### config.mk
export PLATFORM = sky130hd
export DESIGN_NAME = norestore_div_iter
export DESIGN_NICKNAME = d
export VERILOG_FILES = /design/src/rtl/norestore_pkg.sv /design/src/rtl/norestore_step.sv /design/src/rtl/norestore_div_iter.sv
export SDC_FILE = /design/constraint.sdc
export NUM_CORES = 1
export LEC_CHECK = 0
export ABC_AREA = 1
export BUFFER_PORTS_ARGS = -buffer_cell sky130_fd_sc_hd__buf_2
export CAP_MARGIN = 30
export CORE_ASPECT_RATIO = 0.75
export CORE_MARGIN = 8
export CORE_UTILIZATION = 50
export DETAILED_ROUTE_END_ITERATION = 8
export PLACE_DENSITY_LB_ADDON = 0.2
export SYNTH_ARGS = -nofsm -noshare
export SYNTH_HDL_FRONTEND = slang
export SYNTH_SLANG_ARGS = --single-unit
### constraint.sdc
create_clock -name clk -period 2.6 [get_ports clk]
set_input_delay 0.52 -clock clk [delete_from_list [all_inputs] [get_ports clk]]
set_output_delay 0.52 -clock clk [all_outputs]
set_load 0.01 [all_outputs]
### src/rtl/norestore_pkg.sv
// Shared types and width helpers for the iterative non-restoring divider.
// Sizes follow from the operand width chosen at the top level.
package norestore_pkg;

  typedef enum logic [1:0] {
    IDLE,
    CALC,
    FIX,
    DONE
  } state_t;

  localparam int DEF_WIDTH = 4;

  function automatic int rem_w(input int w);
    return 2 * w + 1;
  endfunction

  function automatic int cnt_w(input int w);
    return $clog2(w);
  endfunction

endpackage

### src/rtl/norestore_step.sv
// One non-restoring step: add or subtract the divisor shifted by a
// runtime amount, depending on the sign of the partial remainder.
module norestore_step
  import norestore_pkg::*;
#(
  parameter int WIDTH = 4,
  parameter int RW    = rem_w(WIDTH),
  parameter int CW    = cnt_w(WIDTH)
) (
  input  logic [RW-1:0]    i_rem,
  input  logic [WIDTH-1:0] i_divisor,
  input  logic [CW-1:0]    i_shamt,
  output logic [RW-1:0]    o_rem_next,
  output logic             o_qbit
);

  logic [RW-1:0] w_d;

  assign w_d = {{(RW-WIDTH){1'b0}}, i_divisor} << i_shamt;

  always_comb begin
    o_rem_next = i_rem[RW-1] ? (i_rem + w_d) : (i_rem - w_d);
    o_qbit     = ~o_rem_next[RW-1];
  end

endmodule

### src/rtl/norestore_div_iter.sv
// Sequential one-bit-per-cycle non-restoring divider with valid/ready ports.
// Define NORESTORE_DIV_ZERO_FLAG_EN for the dbz flag and divide-by-zero bypass.
module norestore_div_iter
  import norestore_pkg::*;
#(
  parameter int WIDTH = DEF_WIDTH
) (
  input  logic             clk,
  input  logic             rst_n,
  input  logic             din_valid,
  output logic             din_ready,
  input  logic [WIDTH-1:0] dividend,
  input  logic [WIDTH-1:0] divisor,
  output logic             dout_valid,
  input  logic             dout_ready,
  output logic [WIDTH-1:0] quotient,
  output logic [WIDTH-1:0] remainder
`ifdef NORESTORE_DIV_ZERO_FLAG_EN
  ,
  output logic             dbz
`endif
);

  localparam int RW = rem_w(WIDTH);
  localparam int CW = cnt_w(WIDTH);

  state_t           r_state;
  logic [RW-1:0]    r_rem;
  logic [WIDTH-1:0] r_div;
  logic [CW-1:0]    r_cnt;
  logic [WIDTH-1:0] r_q;

  logic [RW-1:0]    w_rem_next;
  logic             w_qbit;
  logic [RW-1:0]    w_fix;

  norestore_step #(
    .WIDTH (WIDTH),
    .RW    (RW),
    .CW    (CW)
  ) u_step (
    .i_rem      (r_rem),
    .i_divisor  (r_div),
    .i_shamt    (r_cnt),
    .o_rem_next (w_rem_next),
    .o_qbit     (w_qbit)
  );

  // Only the remainder needs a final restore; the quotient bits are exact.
  assign w_fix = r_rem[RW-1]
               ? r_rem + {{(RW-WIDTH){1'b0}}, r_div}
               : r_rem;

  always_ff @(posedge clk or negedge rst_n) begin
    if (!rst_n) begin
      r_state    <= IDLE;
      din_ready  <= 1'b1;
      dout_valid <= 1'b0;
      quotient   <= '0;
      remainder  <= '0;
      r_rem      <= '0;
      r_div      <= '0;
      r_cnt      <= '0;
      r_q        <= '0;
`ifdef NORESTORE_DIV_ZERO_FLAG_EN
      dbz        <= 1'b0;
`endif
    end else begin
      unique case (r_state)
        IDLE: begin
          if (din_valid && din_ready) begin
            r_div     <= divisor;
            r_rem     <= {{(WIDTH+1){1'b0}}, dividend};
            r_cnt     <= CW'(WIDTH-1);
            r_q       <= '0;
            din_ready <= 1'b0;
            r_state   <= CALC;
`ifdef NORESTORE_DIV_ZERO_FLAG_EN
            if (divisor == '0) begin
              quotient   <= '1;
              remainder  <= dividend;
              dbz        <= 1'b1;
              dout_valid <= 1'b1;
              r_state    <= DONE;
            end
`endif
          end
        end
        CALC: begin
          r_rem        <= w_rem_next;
          r_q[r_cnt]   <= w_qbit;
          if (r_cnt == '0) begin
            r_state <= FIX;
          end else begin
            r_cnt <= r_cnt - 1'b1;
          end
        end
        FIX: begin
          r_rem      <= w_fix;
          quotient   <= r_q;
          remainder  <= w_fix[WIDTH-1:0];
          dout_valid <= 1'b1;
`ifdef NORESTORE_DIV_ZERO_FLAG_EN
          dbz        <= 1'b0;
`endif
          r_state    <= DONE;
        end
        DONE: begin
          if (dout_ready) begin
            dout_valid <= 1'b0;
            din_ready  <= 1'b1;
            r_state    <= IDLE;
          end
        end
        default: r_state <= IDLE;
      endcase
    end
  end

endmodule
After elaboration in Yosys (flattened, before gate mapping)
Cells that the tools add are included.

storage, ports and cells
  register bits = 31
  input port bits = 12
  output and inout bits = 10
  logic and storage cells = 63

cells by class
  add/subtract/negate cells = 4
  magnitude comparators = 2
  equal/unequal tests = 8
  shift operators = 1
  mux-type cells = 21
  bitwise gates (word level) = 1
  reductions and logical operators = 16

operators by type and width
  kind                  count
  $mux W9               3
  $pmux W9 S3           1
  $reduce_and A3 Y1     4
  $mux W2               5
  $ne A2 B2 Y1 const B  5
  $add A9 B4 Y9         1
  $add A9 B9 Y9         1
  $shl A4 B2 Y9         1
  $sub A9 B9 Y9         1
  $pmux W2 S4           1
  $pmux W4 S2           1
  $reduce_and A2 Y1     4
  $reduce_bool A2 Y1    3
  $bwmux W4             1
  $eq A2 B2 Y1 const B  2
  $logic_not A2 Y1      2
  $mux W1               4
  $mux W4               1
  $pmux W1 S2           2
  $pmux W2 S2           1
  $lt A2 B3 Y1 const B  1
  $reduce_bool A3 Y1    1
  $demux W1 S2          1
  $eq A2 B1 Y1 const B  1
  other kinds (4)       5

Longest topological paths before layout
Gate-level depths: netlist of the first run.

  depth in word-level cells = 6
  depth in mapped cells = 22
  mapped depth without buffers = 22

Hierarchy
Synthesis of the first run repeated with hierarchy kept, for this count alone.

second synthesis, totals
  cell total of the unflattened synthesis = 359
  area, all modules = 2527.4 um^2

modules (own cells, without submodules)
  module              times used  cells each  area an instance (um^2)  sequential area each (um^2)
  norestore_div_iter  1           235         1803.0                   777.0
  norestore_step      1           124         724.4                    0.0

Worst setup path before layout of the first run
No wires, ideal clock.

  kind = register to register
  start point = register r_cnt[0]
  end point = register r_q[1]
  data arrival time = 2516 ps
  required time = 2482 ps
  slack = -34 ps
  stages on the path, launching flop included = 20
  buffers on the path = 0
  clock period less this slack = 2634 ps
  cells stage by stage = dfrtp_1 inv_2 nand2_1 and2_1 nor2_1 inv_1 ha_1 nand3_4 inv_1 a31oi_1 xnor2_1 ha_1 nand3_1 nand2_1 a21oi_1 inv_1 o21ai_2 nand2_2 nand4_1 nand2_1

on the way
  longest elaborated chain between the ends = 6

RTL lines
  item                                         line                                            text
  start: declaration                           norestore_div_iter.sv:30                        logic [CW-1:0] r_cnt;
  start signal: assignment                     norestore_div_iter.sv:74                        r_cnt <= CW'(WIDTH-1);
  start signal: assignment                     norestore_div_iter.sv:95                        r_cnt <= r_cnt - 1'b1;
  $shl A4 B2 Y9, or another cell as far along  norestore_step.sv:19                            assign w_d = {{(RW-WIDTH){1'b0}}, i_divisor} << i_shamt;
  $sub A9 B9 Y9, or another cell as far along  norestore_step.sv:22                            o_rem_next = i_rem[RW-1] ? (i_rem + w_d) : (i_rem - w_d);
  $mux W9 or $mux W1 (tied branches)           norestore_step.sv:22, norestore_div_iter.sv:91
  $not A1 Y1 or $demux W1 S2 (tied branches)   norestore_step.sv:23, norestore_div_iter.sv:91
  $bwmux W4 (*)                                norestore_div_iter.sv:91                        r_q[r_cnt] <= w_qbit;
  $pmux W4 S2 (*)                              norestore_div_iter.sv:69                        unique case (r_state)
  end signal: indexed assignment               norestore_div_iter.sv:91
  end: declaration                             norestore_div_iter.sv:31                        logic [WIDTH-1:0] r_q;

Every way passes the cells marked *; elsewhere a longest branch is shown, timed or not.
A chain may end at the register's enable or synchronous reset.

Worst setup path in the final report of the first run
  start point = register r_cnt[0]
  end point = register r_q[3]

Same word-level chain as after synthesis.

==> results of run 1 <==
==> cell type report <==
type / count / area, um^2
Tap cell: 60 / 75.1
Inverter: 39 / 146
Fill cell: 403 / 1720
Clock inverter: 1 / 7.51
Clock buffer: 7 / 96.3
Timing Repair Buffer: 43 / 274
Sequential cell: 31 / 777
Multi-Input combinational cell: 248 / 1670
==> sequential cells by signal, summed over array words and instances (netlist names) <==
register	flops
din_ready	1
dout_valid	1
quotient	4
r_cnt	2
r_div	4
r_q	4
r_rem	9
r_state	2
remainder	4
==> through the flow <==
stage	cell area [um^2]	hold slack (ns)	utilization, %	setup TNS (ns)
2_1_floorplan	2410	0.224	-	-0.000657
3_3_place_gp	2680	0.452	56.3	-0.0544
3_5_place_dp	2680	0.461	56.3	-0.0990
4_1_cts	2840	0.302	59.6	-0.00335
5_1_grt	3040	0.345	63.9	-0.843
6_report	3040	0.268	63.9	-0.0121
==> critical path, stage by stage, from the launching register on <==
cell,delay [ns]
dfrtp_1,0.42
inv_2,0.08
nand2_2,0.04
and2_1,0.13
nor2_1,0.13
inv_2,0.07
buf_6,0.13
nand3_4,0.07
o21ai_2,0.06
xor2_1,0.17
ha_1,0.36
nand2_2,0.10
nand2_2,0.07
nand3_2,0.08
nand2_2,0.06
a21oi_2,0.13
inv_1,0.06
o21ai_2,0.07
nand2_2,0.11
nand4_1,0.10
nand2_1,0.05
==> logic make-up after synthesis <==
| kind of cell | synth area share, % |
|---|---|
| muxes | 1.87 |
| and+or+nand+nor | 31.6 |
| adders and majority gates | 12.0 |
| buffers and inverters | 6.85 |
| xor gates and xnor gates | 2.54 |
| DFF | 32.2 |
| AOI/OAI and AO/OA | 12.9 |
==> worst paths after layout <==
check	end
worst max-delay path	r_q[3]
worst min-delay path	r_state[1]
min in group clk	r_rem[2]
worst max register to register	r_q[3]
worst min register to register	quotient[2]
max in group asynchronous	remainder[1]
==> cells in the mapped netlist <==
library cell and n:
fa_1 2, nand3b_1 2, and2_1 1, buf_4 1, nand3_1 18, o21ai_0 25
nand2_4 2, clkbuf_1 1, mux2_2 4, o21ai_1 3, dfrtp_1 30, or2_2 2
o21a_1 1, nor2_1 15, ha_1 20, xor2_1 5, a31oi_1 4, nand3_2 6
inv_1 35, clkbuf_4 1, nor2_4 2, nand3_4 1, dfstp_2 1, nand4_1 5
and3_1 1, a21oi_1 12, a21o_1 2, xnor2_1 2, nand2_2 6, o211ai_1 2
a22oi_1 3, inv_2 4, o21ai_2 2, o2bb2ai_1 1, nor2_2 4, nor3_1 1
nand2_1 94
==> routing by layer <==
metal	vias up	GRT usage (%)	wire [um]
met5	-	0	0
met4	0	4.59	96
met3	10	3.35	392
met2	81	23.6	2690
met1	1094	25.9	3090
li1	1152	-	-
==> repair_timing <==
item                                    in CTS  in global routing
endpoints found under the setup margin       8                 10
resized for setup                            9                 42
hold endpoints to repair                     0                  0
gates cloned                                 0                  0
pin swaps                                    9                 23
setup buffers                                2                  6
==> results.ini, run 1 <==
[logic_synthesis]
synth_seq_cells=31
synth_fp_nets=355
synth_area_um2=2410
syn-mean-instance-area_um2=7.51
seq_area_frac_synth_pct=32.2
yosysTopAreaCell=dfrtp_1
syn-instance-count=321
synth_area_leaders=dfrtp_1, nand2_1, ha_1
yosysTopAreaCellShare_pct=31.1
yosys.cell_types.count=37
yosysWarningCount=0

[global_route]
grt_max_degree=32
grt_pass1_wl_mm=10.1
grt_pass1_vias=2112
grt-ovfl-total=0
grt_usage_pct=17.1
antenna_found_initial=0

[worst_setup_path]
crit_arrival_ns=2.78
critPathLaunch=r_cnt[0]
end_kind=register
r2r-start=r_cnt[0]
required_ns=2.77
critPathMaxFanout=4
reg2regPathDepth=20
criticalPathCategory=register to register
reg2reg_slack_ns=-0.01
start_kind=register

[cells_and_area]
layout_common_cells=nand2_1, inv_1, dfrtp_1, buf_2, buf_4
mostFrequentLayoutCell=nand2_1
diodes=0
fin_nets=402
area_delta_synth_final_pct=26.2
layout-drive-gt1-share_pct=33.9
final_cell_count_no_fill=429

[job]
drv_cap=0

[placement]
pre_cts_slack_ns=-0.0747
port_buffers=21
gp_congestion=0.848
dp.cells=413
hpwl_mm=4.57

[timing]
rsz0062_at_grt=yes
maxSlewHeadroom_pct=53.2
hold_viol_final=0
fin_crit_ns=2.61
period_share_pct=100
tightest_slew_ns=0.703
fin_ws_ns=-0.0121
timing.final.max_slew_violations=0
clock-skew-final_ns=0.0125
fmax_mhz=383
setup_violations=1

[run_status]
violations=negative setup slack
status=finished, violations left

[clock_tree]
cts_max_level=2
cts_root_buf=clkbuf_8
cts.path.max_buffers=2
clock-sinks=31
clk_latency_ns=0.29
clk_pin_slew_worst_paths_ns=0.08
hold_buffers=0
cts_made_buffers=5
cts_tree=yes

[floorplan]
initial_core_util_pct=50.6
die_width_um=96.2
die-area_um2=7320
dieHeight_um=76.1
io_pins=22
core_region_area_um2=4760
num_rows=22

[route]
dr.pass1.iters=5
routed-via-count=2337
routed_wirelength_mm=6.27
ant_nets=0
routed_via_density=5.45
avgRoutedWirePerCell_um=14.6
drtIter0Drc=121
drc=0

[worst_hold_path]
hold_path.class=primary input to asynchronous set/reset pin

Power of run 1 is left out: the tool's default activity adds up to more than one toggle a clock period on the data nets, which glitch-free logic cannot reach.
==> inputs of run 2 (changes only) <==
ABC_AREA = not set   (was 1)
==> run 2 against run 1 <==
Against the previous run:
- final area rose by 4.3%
- area after synthesis rose by 0.88%
- worst setup slack got worse by 0.47 ns
- die area rose by 0.71%
- the run still ends with negative setup slack left
==> results.ini, run 2 <==
[cells_and_area]
regMostFlops=r_rem
mostFrequentLayoutCell=buf_4
fin_nets=365
diodes=0
layout_common_cells=buf_4, dfrtp_1, o21ai_0, buf_2
regArea_um2=779
layout-drive-gt1-share_pct=34.0
area_delta_synth_final_pct=30.5
largest_reg_flops=9
final_cell_count_no_fill=392
final_cell_area_um2=3170
multi_input_area_um2=1730
fill_cells=405

[timing]
fmax_mhz=324
tightest_slew_ns=0.730
maxSlewHeadroom_pct=51.3
timing.final.max_slew_violations=0
fin_ws_ns=-0.486
period_share_pct=119
setup_violations=9
hold_viol_final=0
fin_crit_ns=3.09
fin_hold_ws_ns=0.291
clock-skew-final_ns=0.00685
rsz0062_at_grt=yes

[floorplan]
core_region_area_um2=4790
io_pins=22
die_width_um=96.5
dieHeight_um=76.4
die-area_um2=7380
initial_core_util_pct=50.8
num_rows=22

[logic_synthesis]
ys.flop_type=dfrtp_1
synth_area_um2=2430
syn-instance-count=276
synth_edf_count=0
synth_seq_cells=31
yosysTopAreaCellShare_pct=30.9
seq_area_frac_synth_pct=31.9
yosysTopAreaCell=dfrtp_1
synth.most_common_cell=o21ai_0
yosysWarningCount=0
synth_common_cells=o21ai_0, dfrtp_1, nor2_1
syn-mean-instance-area_um2=8.81
synth_area_leaders=dfrtp_1, ha_1, o21ai_0
synth_fp_nets=310
synthArstFlopShare_pct=100
yosys.cell_types.count=57

[clock_tree]
cts_max_level=2
cts.path.max_buffers=2
hold_buffers=0
clk_pin_slew_worst_paths_ns=0.07
clock-sinks=31
cts_tree=yes
clk_latency_ns=0.28
cts_root_buf=clkbuf_8
cts_made_buffers=5

[run_status]
violations=negative setup slack
status=finished, violations left

[placement]
port_buffers=21
dpl_cell_area_um2=2860
pre_cts_slack_ns=-0.492
dp.cells=380
gp_congestion=0.813
hpwl_mm=4.68

[worst_setup_path]
critPathMaxFanout=5
criticalPathCategory=register to register
end_kind=register
crit_arrival_ns=3.25
start_kind=register
required_ns=2.76

[power_and_ir_drop]
p_per_area_nw_per_um2=280
ir_drop_mv=0.274
cellLeakagePower_nw=1.51
total_power_mw=0.888

[global_route]
antenna_found_initial=0
grt_usage_pct=18.5
grt_max_degree=32
grt_pass1_wl_mm=10.9
grt_pass1_vias=2228
grt-ovfl-total=0

[route]
routed_wirelength_mm=6.68
ant_nets=0
top_layer_used=met4
routed_via_density=5.83
wl_met3_um=409
met1_length_mm=3.11
drc=0
routed-via-count=2287
wl_met2_mm=3.07
drtIter0Drc=176
dr.pass1.iters=4
avgRoutedWirePerCell_um=17.0

[worst_hold_path]
hold_path.class=primary input to asynchronous set/reset pin

[job]
drv_cap=0

run 2: changes by cell type after synthesis, sizes merged, moves of 4 or more:
cell and delta:
clkbuf +6, nand4 -4, and3 +5, a21oi +7
mux2 +7, inv -23, nor2b +7, a211oi +4
nand3 -19, nand2 -83
run 2: cell families after synthesis:
group                      synth area share [%]
AOI/OAI and AO/OA                          23.7
and+or+nand+nor                            16.3
DFF                                        31.9
buffers and inverters                      4.48
adders and majority gates                  11.9
muxes                                      7.41
xor gates and xnor gates                   4.32
run 2: final cells by class:
cell class | count | share of cell area [%]
Clock buffer | 6 | 2.29
Clock inverter | 2 | 0.394
Inverter | 16 | 1.89
Multi-Input combinational cell | 217 | 54.6
Sequential cell | 31 | 24.6
Tap cell | 60 | 2.37
Timing Repair Buffer | 60 | 13.9
run 2: critical path, cell delays in order, from the launching register on:
cell and delay [ns]:
dfrtp_2 0.43, mux4_2 0.56, a2111oi_4 0.34, nor2_1 0.09
xor2_1 0.18, ha_2 0.31, and3_4 0.18, and2_4 0.16
a221oi_4 0.27, xnor2_2 0.18, a22o_1 0.26
run 2: timing repair:
item / in CTS / in global routing
gates resized for setup: 22 / 21
setup buffers: 2 / 2
pin swaps: 14 / 16
endpoints found under the setup margin: 10 / 11
run 2: metal layers:
layer,vias to the layer above,GRT usage [%]
li1,1104,-
met1,1114,26.0
met2,60,27.5
met3,9,4.04
met4,0,5.13
met5,-,0
run 2: power by group:
group	switching [mW]	total [mW]	internal, mW
combinational	0.0175	0.0293	0.0118
clock	0.186	0.373	0.187
sequential	0.00251	0.486	0.484
run 2: final timing paths:
| check | from | endpoint | slack [ns] | cells after the start |
|---|---|---|---|---|
| worst max-delay path | r_cnt[0] | r_rem[8] | -0.49 | 10 |
| worst min-delay path | rst_n | dout_valid | 0.29 | 1 |
| worst max register to register | r_cnt[0] | r_rem[8] | -0.49 | 10 |
| worst min register to register | quotient[0] | quotient[0] | 0.50 | 1 |
| max in group asynchronous | rst_n | r_cnt[0] | 1.79 | 1 |
| min in group clk | dout_ready | dout_valid | 0.46 | 2 |
run 2: per-stage QoR:
step / setup TNS (ns) / utilization [%]
finish: -2.87 / 66.2
global route: -4.23 / 66.2
CTS: -2.57 / 63.9
detailed placement: -3.58 / 59.6
global placement: -3.12 / 59.6
floorplan: -1.90 / -
No activity file was read; power rests on OpenSTA's default activity.
